File: src/rtl/alu_pipe_unit_if.sv
`default_nettype none
// ============================================================================
// Module      : alu_pipe_unit_if
// Description : Issue (reservation station) and result (CDB) handshake bundle
//               for alu_pipe_unit.
// Revision    : 1.0 - initial release
// ============================================================================
interface alu_pipe_unit_if #(
    parameter int WIDTH = 64,
    parameter int TAG_W = 5
);
    logic               in_valid;
    logic               out_ready;
    logic [TAG_W-1:0]   in_tag;
    logic [3:0]         in_alu_op;
    logic [WIDTH-1:0]   in_val_a;
    logic [WIDTH-1:0]   in_val_b;
    logic [5:0]         in_alu_val_hw;
    logic [5:0]         in_immr;
    logic [5:0]         in_imms;
    logic               in_set_CC;
    logic [3:0]         in_cond;
    logic [3:0]         in_prev_nzcv;
    logic               in_flush;
    logic               out_valid;
    logic               in_ready;
    logic [TAG_W-1:0]   out_tag;
    logic [WIDTH-1:0]   out_value;
    logic [3:0]         out_nzcv;
    logic               out_cond_val;

    modport master (
        output in_valid, in_tag, in_alu_op, in_val_a, in_val_b, in_alu_val_hw,
               in_immr, in_imms, in_set_CC, in_cond, in_prev_nzcv, in_flush, in_ready,
        input  out_ready, out_valid, out_tag, out_value, out_nzcv, out_cond_val
    );

    modport slave (
        input  in_valid, in_tag, in_alu_op, in_val_a, in_val_b, in_alu_val_hw,
               in_immr, in_imms, in_set_CC, in_cond, in_prev_nzcv, in_flush, in_ready,
        output out_ready, out_valid, out_tag, out_value, out_nzcv, out_cond_val
    );
endinterface
`default_nettype wire

File: src/rtl/alu_pipe_unit.sv
`default_nettype none
// ============================================================================
// Module      : alu_pipe_unit
// Description : Pipelined ALU/bitfield execute unit with NZCV, back-pressure,
//               bubble collapsing and flush.
// Revision    : 1.0 - initial release
// ============================================================================
module alu_pipe_unit #(
    parameter int WIDTH  = 64,
    parameter int TAG_W  = 5,
    parameter int STAGES = 2
) (
    input wire logic        in_clk,
    input wire logic        in_rst,
    alu_pipe_unit_if.slave  bus
);
    localparam logic [3:0] c_OP_PLUS  = 4'd0,  c_OP_MINUS = 4'd1,  c_OP_ORN   = 4'd2;
    localparam logic [3:0] c_OP_OR    = 4'd3,  c_OP_EOR   = 4'd4,  c_OP_AND   = 4'd5;
    localparam logic [3:0] c_OP_MOV   = 4'd6,  c_OP_CSEL  = 4'd7,  c_OP_CSINC = 4'd8;
    localparam logic [3:0] c_OP_CSINV = 4'd9,  c_OP_CSNEG = 4'd10, c_OP_PASSA = 4'd11;
    localparam logic [3:0] c_OP_UBFM  = 4'd12, c_OP_SBFM  = 4'd13;

    localparam logic [7:0]     c_W8   = 8'(WIDTH);
    localparam logic [WIDTH:0] c_ONE  = (WIDTH+1)'(1);
    localparam logic [WIDTH-1:0] c_ONEW = WIDTH'(1);

    function automatic logic [WIDTH-1:0] f_mask(input logic [7:0] n);
        logic [WIDTH:0] t;
        t = (c_ONE << n) - c_ONE;
        return (n >= c_W8) ? '1 : t[WIDTH-1:0];
    endfunction

    logic [WIDTH-1:0] w_a, w_b, w_res, w_ubfm, w_sbfm;
    logic [WIDTH:0]   w_sum, w_diff;
    logic [7:0]       w_r, w_s, w_top, w_hw;
    logic             w_n, w_z, w_c, w_v, w_cond_base, w_cond, w_carry, w_ovf, w_sign;
    logic [3:0]       w_nzcv;

    always_comb begin
        w_a    = bus.in_val_a;
        w_b    = bus.in_val_b;
        w_sum  = {1'b0, w_a} + {1'b0, w_b};
        w_diff = {1'b0, w_a} + {1'b0, ~w_b} + c_ONE;
        w_hw   = {2'b00, bus.in_alu_val_hw} & (c_W8 - 8'd1);

        {w_n, w_z, w_c, w_v} = bus.in_prev_nzcv;
        case (bus.in_cond[3:1])
            3'd0:    w_cond_base = w_z;
            3'd1:    w_cond_base = w_c;
            3'd2:    w_cond_base = w_n;
            3'd3:    w_cond_base = w_v;
            3'd4:    w_cond_base = w_c & ~w_z;
            3'd5:    w_cond_base = (w_n == w_v);
            3'd6:    w_cond_base = (w_n == w_v) & ~w_z;
            default: w_cond_base = 1'b1;
        endcase
        // Odd encodings invert the base test, except NV which behaves like AL.
        w_cond = (bus.in_cond[0] && bus.in_cond[3:1] != 3'd7) ? ~w_cond_base : w_cond_base;

        w_r = {2'b00, bus.in_immr};
        w_s = {2'b00, bus.in_imms};
        if (w_s >= w_r) begin
            w_ubfm = (w_a >> w_r) & f_mask(w_s - w_r + 8'd1);
            w_top  = w_s - w_r;
        end else begin
            w_ubfm = (w_a & f_mask(w_s + 8'd1)) << (c_W8 - w_r);
            w_top  = c_W8 - w_r + w_s;
        end
        w_sign = |(w_ubfm & (c_ONEW << w_top));
        w_sbfm = w_sign ? (w_ubfm | ~f_mask(w_top + 8'd1)) : w_ubfm;

        case (bus.in_alu_op)
            c_OP_PLUS:  w_res = w_sum[WIDTH-1:0];
            c_OP_MINUS: w_res = w_diff[WIDTH-1:0];
            c_OP_ORN:   w_res = w_a | ~w_b;
            c_OP_OR:    w_res = w_a | w_b;
            c_OP_EOR:   w_res = w_a ^ w_b;
            c_OP_AND:   w_res = w_a & w_b;
            c_OP_MOV:   w_res = w_a | (w_b << w_hw);
            c_OP_CSEL:  w_res = w_cond ? w_a : w_b;
            c_OP_CSINC: w_res = w_cond ? w_a : w_b + c_ONEW;
            c_OP_CSINV: w_res = w_cond ? w_a : ~w_b;
            c_OP_CSNEG: w_res = w_cond ? w_a : -w_b;
            c_OP_PASSA: w_res = w_a;
            c_OP_UBFM:  w_res = w_ubfm;
            c_OP_SBFM:  w_res = w_sbfm;
            default:    w_res = '0;
        endcase

        w_carry = 1'b0;
        w_ovf   = 1'b0;
        if (bus.in_alu_op == c_OP_PLUS) begin
            w_carry = w_sum[WIDTH];
            w_ovf   = (w_a[WIDTH-1] == w_b[WIDTH-1]) && (w_res[WIDTH-1] != w_a[WIDTH-1]);
        end else if (bus.in_alu_op == c_OP_MINUS) begin
            w_carry = w_diff[WIDTH];
            w_ovf   = (w_a[WIDTH-1] != w_b[WIDTH-1]) && (w_res[WIDTH-1] != w_a[WIDTH-1]);
        end
        w_nzcv = bus.in_set_CC ? {w_res[WIDTH-1], (w_res == '0), w_carry, w_ovf}
                               : bus.in_prev_nzcv;
    end

    logic [STAGES:1]  r_vld;
    logic [TAG_W-1:0] r_tag  [1:STAGES];
    logic [WIDTH-1:0] r_val  [1:STAGES];
    logic [3:0]       r_nzcv [1:STAGES];
    logic [STAGES:1]  r_cv;

    logic [STAGES:1]  w_adv, w_load, w_src_vld, w_src_cv;
    logic [TAG_W-1:0] w_src_tag  [1:STAGES];
    logic [WIDTH-1:0] w_src_val  [1:STAGES];
    logic [3:0]       w_src_nzcv [1:STAGES];
    logic             w_room;

    // Walk from the sink backwards so an empty slot anywhere lets everything upstream move.
    always_comb begin
        w_adv  = '0;
        w_load = '0;
        w_room = bus.in_ready;
        for (int k = STAGES; k >= 1; k--) begin
            w_adv[k]  = r_vld[k] & w_room;
            w_load[k] = ~r_vld[k] | w_adv[k];
            w_room    = w_load[k];
        end
    end

    always_comb begin
        w_src_vld[1]  = bus.in_valid;
        w_src_tag[1]  = bus.in_tag;
        w_src_val[1]  = w_res;
        w_src_nzcv[1] = w_nzcv;
        w_src_cv[1]   = w_cond;
        for (int k = 2; k <= STAGES; k++) begin
            w_src_vld[k]  = r_vld[k-1];
            w_src_tag[k]  = r_tag[k-1];
            w_src_val[k]  = r_val[k-1];
            w_src_nzcv[k] = r_nzcv[k-1];
            w_src_cv[k]   = r_cv[k-1];
        end
    end

    always_ff @(posedge in_clk) begin
        if (in_rst) begin
            r_vld <= '0;
            r_cv  <= '0;
            for (int k = 1; k <= STAGES; k++) begin
                r_tag[k]  <= '0;
                r_val[k]  <= '0;
                r_nzcv[k] <= '0;
            end
        end else begin
            for (int k = 1; k <= STAGES; k++) begin
                if (w_load[k]) begin
                    r_vld[k]  <= w_src_vld[k];
                    r_tag[k]  <= w_src_tag[k];
                    r_val[k]  <= w_src_val[k];
                    r_nzcv[k] <= w_src_nzcv[k];
                    r_cv[k]   <= w_src_cv[k];
                end
            end
            if (bus.in_flush) begin
                r_vld <= '0;
            end
        end
    end

    assign bus.out_ready    = w_load[1];
    assign bus.out_valid    = r_vld[STAGES];
    assign bus.out_tag      = r_tag[STAGES];
    assign bus.out_value    = r_val[STAGES];
    assign bus.out_nzcv     = r_nzcv[STAGES];
    assign bus.out_cond_val = r_cv[STAGES];
endmodule
`default_nettype wire

File: src/flat_wrapper.sv
// flat-port wrapper written by rule: the top's interface ports become plain ports
module alu_pipe_unit_flat 
#(
    parameter int WIDTH  = 64,
    parameter int TAG_W  = 5,
    parameter int STAGES = 2
)
  (in_clk, in_rst, bus_in_valid, bus_in_tag, bus_in_alu_op, bus_in_val_a, bus_in_val_b, bus_in_alu_val_hw, bus_in_immr, bus_in_imms, bus_in_set_CC, bus_in_cond, bus_in_prev_nzcv, bus_in_flush, bus_in_ready, bus_out_ready, bus_out_valid, bus_out_tag, bus_out_value, bus_out_nzcv, bus_out_cond_val);
  alu_pipe_unit_if #(.WIDTH(WIDTH), .TAG_W(TAG_W)) bus_i ();
  input wire logic in_clk;
  input wire logic in_rst;
  input wire logic [$bits(bus_i.in_valid)-1:0] bus_in_valid;
  input wire logic [$bits(bus_i.in_tag)-1:0] bus_in_tag;
  input wire logic [$bits(bus_i.in_alu_op)-1:0] bus_in_alu_op;
  input wire logic [$bits(bus_i.in_val_a)-1:0] bus_in_val_a;
  input wire logic [$bits(bus_i.in_val_b)-1:0] bus_in_val_b;
  input wire logic [$bits(bus_i.in_alu_val_hw)-1:0] bus_in_alu_val_hw;
  input wire logic [$bits(bus_i.in_immr)-1:0] bus_in_immr;
  input wire logic [$bits(bus_i.in_imms)-1:0] bus_in_imms;
  input wire logic [$bits(bus_i.in_set_CC)-1:0] bus_in_set_CC;
  input wire logic [$bits(bus_i.in_cond)-1:0] bus_in_cond;
  input wire logic [$bits(bus_i.in_prev_nzcv)-1:0] bus_in_prev_nzcv;
  input wire logic [$bits(bus_i.in_flush)-1:0] bus_in_flush;
  input wire logic [$bits(bus_i.in_ready)-1:0] bus_in_ready;
  output wire logic [$bits(bus_i.out_ready)-1:0] bus_out_ready;
  output wire logic [$bits(bus_i.out_valid)-1:0] bus_out_valid;
  output wire logic [$bits(bus_i.out_tag)-1:0] bus_out_tag;
  output wire logic [$bits(bus_i.out_value)-1:0] bus_out_value;
  output wire logic [$bits(bus_i.out_nzcv)-1:0] bus_out_nzcv;
  output wire logic [$bits(bus_i.out_cond_val)-1:0] bus_out_cond_val;
  assign bus_i.in_valid = bus_in_valid;
  assign bus_i.in_tag = bus_in_tag;
  assign bus_i.in_alu_op = bus_in_alu_op;
  assign bus_i.in_val_a = bus_in_val_a;
  assign bus_i.in_val_b = bus_in_val_b;
  assign bus_i.in_alu_val_hw = bus_in_alu_val_hw;
  assign bus_i.in_immr = bus_in_immr;
  assign bus_i.in_imms = bus_in_imms;
  assign bus_i.in_set_CC = bus_in_set_CC;
  assign bus_i.in_cond = bus_in_cond;
  assign bus_i.in_prev_nzcv = bus_in_prev_nzcv;
  assign bus_i.in_flush = bus_in_flush;
  assign bus_i.in_ready = bus_in_ready;
  assign bus_out_ready = bus_i.out_ready;
  assign bus_out_valid = bus_i.out_valid;
  assign bus_out_tag = bus_i.out_tag;
  assign bus_out_value = bus_i.out_value;
  assign bus_out_nzcv = bus_i.out_nzcv;
  assign bus_out_cond_val = bus_i.out_cond_val;
  alu_pipe_unit #(.WIDTH(WIDTH), .TAG_W(TAG_W), .STAGES(STAGES)) u_core (.in_clk(in_clk), .in_rst(in_rst), .bus(bus_i));
endmodule
File: config.mk
export PLATFORM = sky130hd
export DESIGN_NAME = alu_pipe_unit_flat
export DESIGN_NICKNAME = d
export VERILOG_FILES = /design/src/rtl/alu_pipe_unit_if.sv /design/src/rtl/alu_pipe_unit.sv /design/src/flat_wrapper.sv
export SDC_FILE = /design/constraint.sdc
export NUM_CORES = 2
export LEC_CHECK = 0
export BUFFER_PORTS_ARGS = -buffer_cell sky130_fd_sc_hd__buf_2
export CORE_MARGIN = 8
export CORE_UTILIZATION = 27
export DETAILED_ROUTE_END_ITERATION = 7
export PLACE_DENSITY = 0.54
export SKIP_CTS_REPAIR_TIMING = 1
export SLEW_MARGIN = 20
export SYNTH_ARGS = -nofsm -noshare
export SYNTH_HDL_FRONTEND = slang
export SYNTH_SLANG_ARGS = --single-unit
File: constraint.sdc
create_clock -name in_clk -period 11.56 [get_ports in_clk]
set_input_delay 1.156 -clock in_clk [delete_from_list [all_inputs] [get_ports in_clk]]
set_output_delay 1.156 -clock in_clk [all_outputs]
set_load 0.1 [all_outputs]
==> key figures <==
Run status
  – Status: finished clean

CTS
  – Clock slew at reported path FFs: 70 ps
  – Clk Latency, worst-skew pair: 420 ps
  – CTS Buf Count: 17
  – CTS tree: done
  – CTS HTree Levels: 4
  – Sink Count: 150
  – Root buffer cell: clkbuf_16
  – Clock buffer depth: 2

Finish
  – Finished Layout Cells: 8730
  – Layout cells sized above 1: between 10% and 20%
  – Fillers: 18400
  – Area occupied by multi-input gates: 0.0375 mm^2
  – Layout area overhead: 9.84%
  – Register area: 0.00446 mm^2
  – Nets: 6841

Worst setup path
  – CP Data Required Time: 11820 ps
  – CP max-delay cell: o21ai_0
  – Critical path class: input port to register
  – Most common cell on crit path: nand2_1
  – CP max FO: 39
  – CP Launch Type: input port
  – CP max stage delay: 830 ps
  – CP Capture Type: register
  – Worst EP arrival: 10550 ps

Timing
  – Worst-Margin Slew: 1300 ps
  – Final hold vios: 0
  – Clk_skew: 9.32 ps
  – Period utilization: 89.0%
  – Final count of pins violating max slew: 0
  – Normalized max-slew margin: 10.9%
  – Final setup violation count: 0
  – Post-layout min period: about 10000 ps
  – RSZ-0062 raised after global routing: false
  – Max Fclk: approximately 0.1 GHz

Placement
  – RePlAce Congestion: 1.12
  – I/O Buffers: 244
  – Placed Cells: 8686
  – DP Wirelength: 260 mm

Flow run
  – Number of max-cap violations: 0

Drt
  – Drt wl/cell: 37.5 um
  – Drt first pass iters: 7
  – Post-Route WL: 328 mm
  – DR top layer: met5
  – Routed Antenna Nets: 0
  – Vias per inst: 6.95
  – Total number of vias: 60600
  – Drt first-iter violations: 10700
  – DRC: 0
  – WL met1: between 100 and 150 mm
  – Met3 Routed Length: 42.1 mm
  – DR WL met2: 129 mm

Synth
  – Ys async rst share: 0%
  – Post-synth top cells: 758 x nand2_1, 614 x a21oi_1, 612 x nor2_1
  – Post-synth EDFFs: 146
  – Top FF cell, synth: edfxtp_1
  – Seq/Total Area, Yosys: around 10%
  – Ys Warns: 0
  – Dominant cell by count in the synthesized netlist: nand2_1
  – Yosys top cell area share: 9.78%
  – Post-Syn Area per Cell: 6.77 um^2
  – Synth Instances: 6615
  – Net Count, Synth: around 6900
  – Yosys cell types: 114
  – Cell taking the most area after synthesis: edfxtp_1
  – #FFs+latches synth: 150
  – Area contributors post-synth: edfxtp_1 9.8%, a21oi_1 6.9%, mux4_2 6.4%, nand2_1 6.3%, o21ai_0 6.2%
  – Synth Cell Area: around 0.045 mm^2

Floorplan
  – Die area: approximately 0.18 mm^2
  – Std cell rows: 149
  – Die H: ~420 um
  – Num ports: 245
  – Initial Util: 27.2%
  – Die X: about 420 um
  – Core ar.: 0.165 mm^2

GRT
  – Global route overflow: 0
  – Vias in the first global route: 54900
  – Largest net degree at the start of global routing: 74
  – GR Util All Layers: 34.1%
  – First-pass GRT wire length: ~450 mm
  – Initial antenna violation count: 32

Power
  – PD cells: 104 mW/mm^2
  – Worst vdd ir: ~0.09 mV
  – Lkg Pwr: around 18 nW
  – Total chip power: 5.12 mW

Hold path
  – Worst min-delay path category: register to register
-- cells in the final DEF (no fill, tap or decap), types with 52 or more instances in the layout --
master	synthesis	routed
o22ai_1	104	102
buf_4	5	269
o21ai_0	555	548
nor3_1	230	221
o31ai_1	63	62
a211oi_1	124	123
o221ai_1	79	79
nand2_1	758	756
a22oi_1	63	63
nor2b_1	52	52
mux2_2	53	53
a21oi_1	614	612
or3_1	53	53
edfxtp_1	146	146
a221oi_1	115	114
mux4_2	127	127
nor2_1	612	603
and2_1	130	130
xnor2_1	117	114
and3_1	58	58
a21o_1	54	53
nand4_1	54	54
a31oi_1	97	97
mux2i_1	170	169
nand3_1	228	228
inv_1	176	172
buf_2	41	239
o211ai_1	113	113
ha_1	152	151
-- path summary, 6_finish.rpt --
kind                   start                   to  slack, ps  depth (start not counted)
min           u_core.r_cv[2]       u_core.r_cv[2]        500                          2
min reg2reg   u_core.r_cv[2]       u_core.r_cv[2]        500                          2
max reg2reg  u_core.r_vld[2]  u_core.r_nzcv[1][2]       7310                         16
max           bus_in_imms[0]  u_core.r_nzcv[1][2]       1280                         29
-- routing by layer --
| metal | track usage [%] | up-vias |
|---|---|---|
| li1 | - | 25200 |
| met1 | 45.6 | 29400 |
| met2 | 47.9 | 4914 |
| met3 | 10.3 | 1024 |
| met4 | 20.5 | 30 |
| met5 | 0 | - |
-- report_power, final --
group | internal [mW] | switching [mW]
registers | 0.647 | 0.0119
clock network | 0.284 | 0.236
logic | 1.05 | 2.89
-- flip-flops by register name, indices dropped and copies added, names as in the netlist --
signal         cells
u_core.r_val     128
u_core.r_tag      10
u_core.r_nzcv      8
u_core.r_cv        2
u_core.r_vld       2
-- stage by stage --
step	area, um^2	util (%)	setup TNS (ps)	hold slack (ps)	worst slack [ps]
6_report	49200	29.8	0	502	1280
3_3_place_gp	48500	29.4	-776	478	-776
2_1_floorplan	44800	-	0	452	715
4_1_cts	49200	29.8	0	506	1460
5_1_grt	49200	29.8	0	517	1170
3_5_place_dp	48600	29.5	0	489	1030
-- worst max-delay path: cells and delay by family --
kind	cells	cell delay, ps
AND/OR/NAND/NOR	12	3790
AO/OA/AOI/OAI	8	2910
buffers and inverters	5	1180
adder cells (fa/ha/maj)	2	740
multiplexers	2	700
-- layout make-up --
| cell class | instances | share of cell area (%) |
|---|---|---|
| antenna | 12 | 0.0610 |
| clock buffer | 18 | 0.872 |
| clock inverter | 14 | 0.275 |
| inverter | 185 | 1.42 |
| multi-input combinational | 5652 | 76.2 |
| sequential | 150 | 9.07 |
| tap | 2189 | 5.56 |
| timing repair buffer | 510 | 6.58 |
-- cells by family (layout without fill, tap and decap cells) --
group                      after synthesis  count (layout)  share of synthesized area (%)
muxes                                  353             353                           11.6
buffers and inverters                  813             727                           7.02
adders and majority gates              157             157                           4.44
other                                    0              12                              0
AOI/OAI and AO/OA                     2541            2541                           37.8
xor gates and xnor gates               157             157                           3.16
and+or+nand+nor                       2444            2444                           26.0
DFF                                    150             150                           9.96
Note: power is estimated with default switching activity, not from simulation.
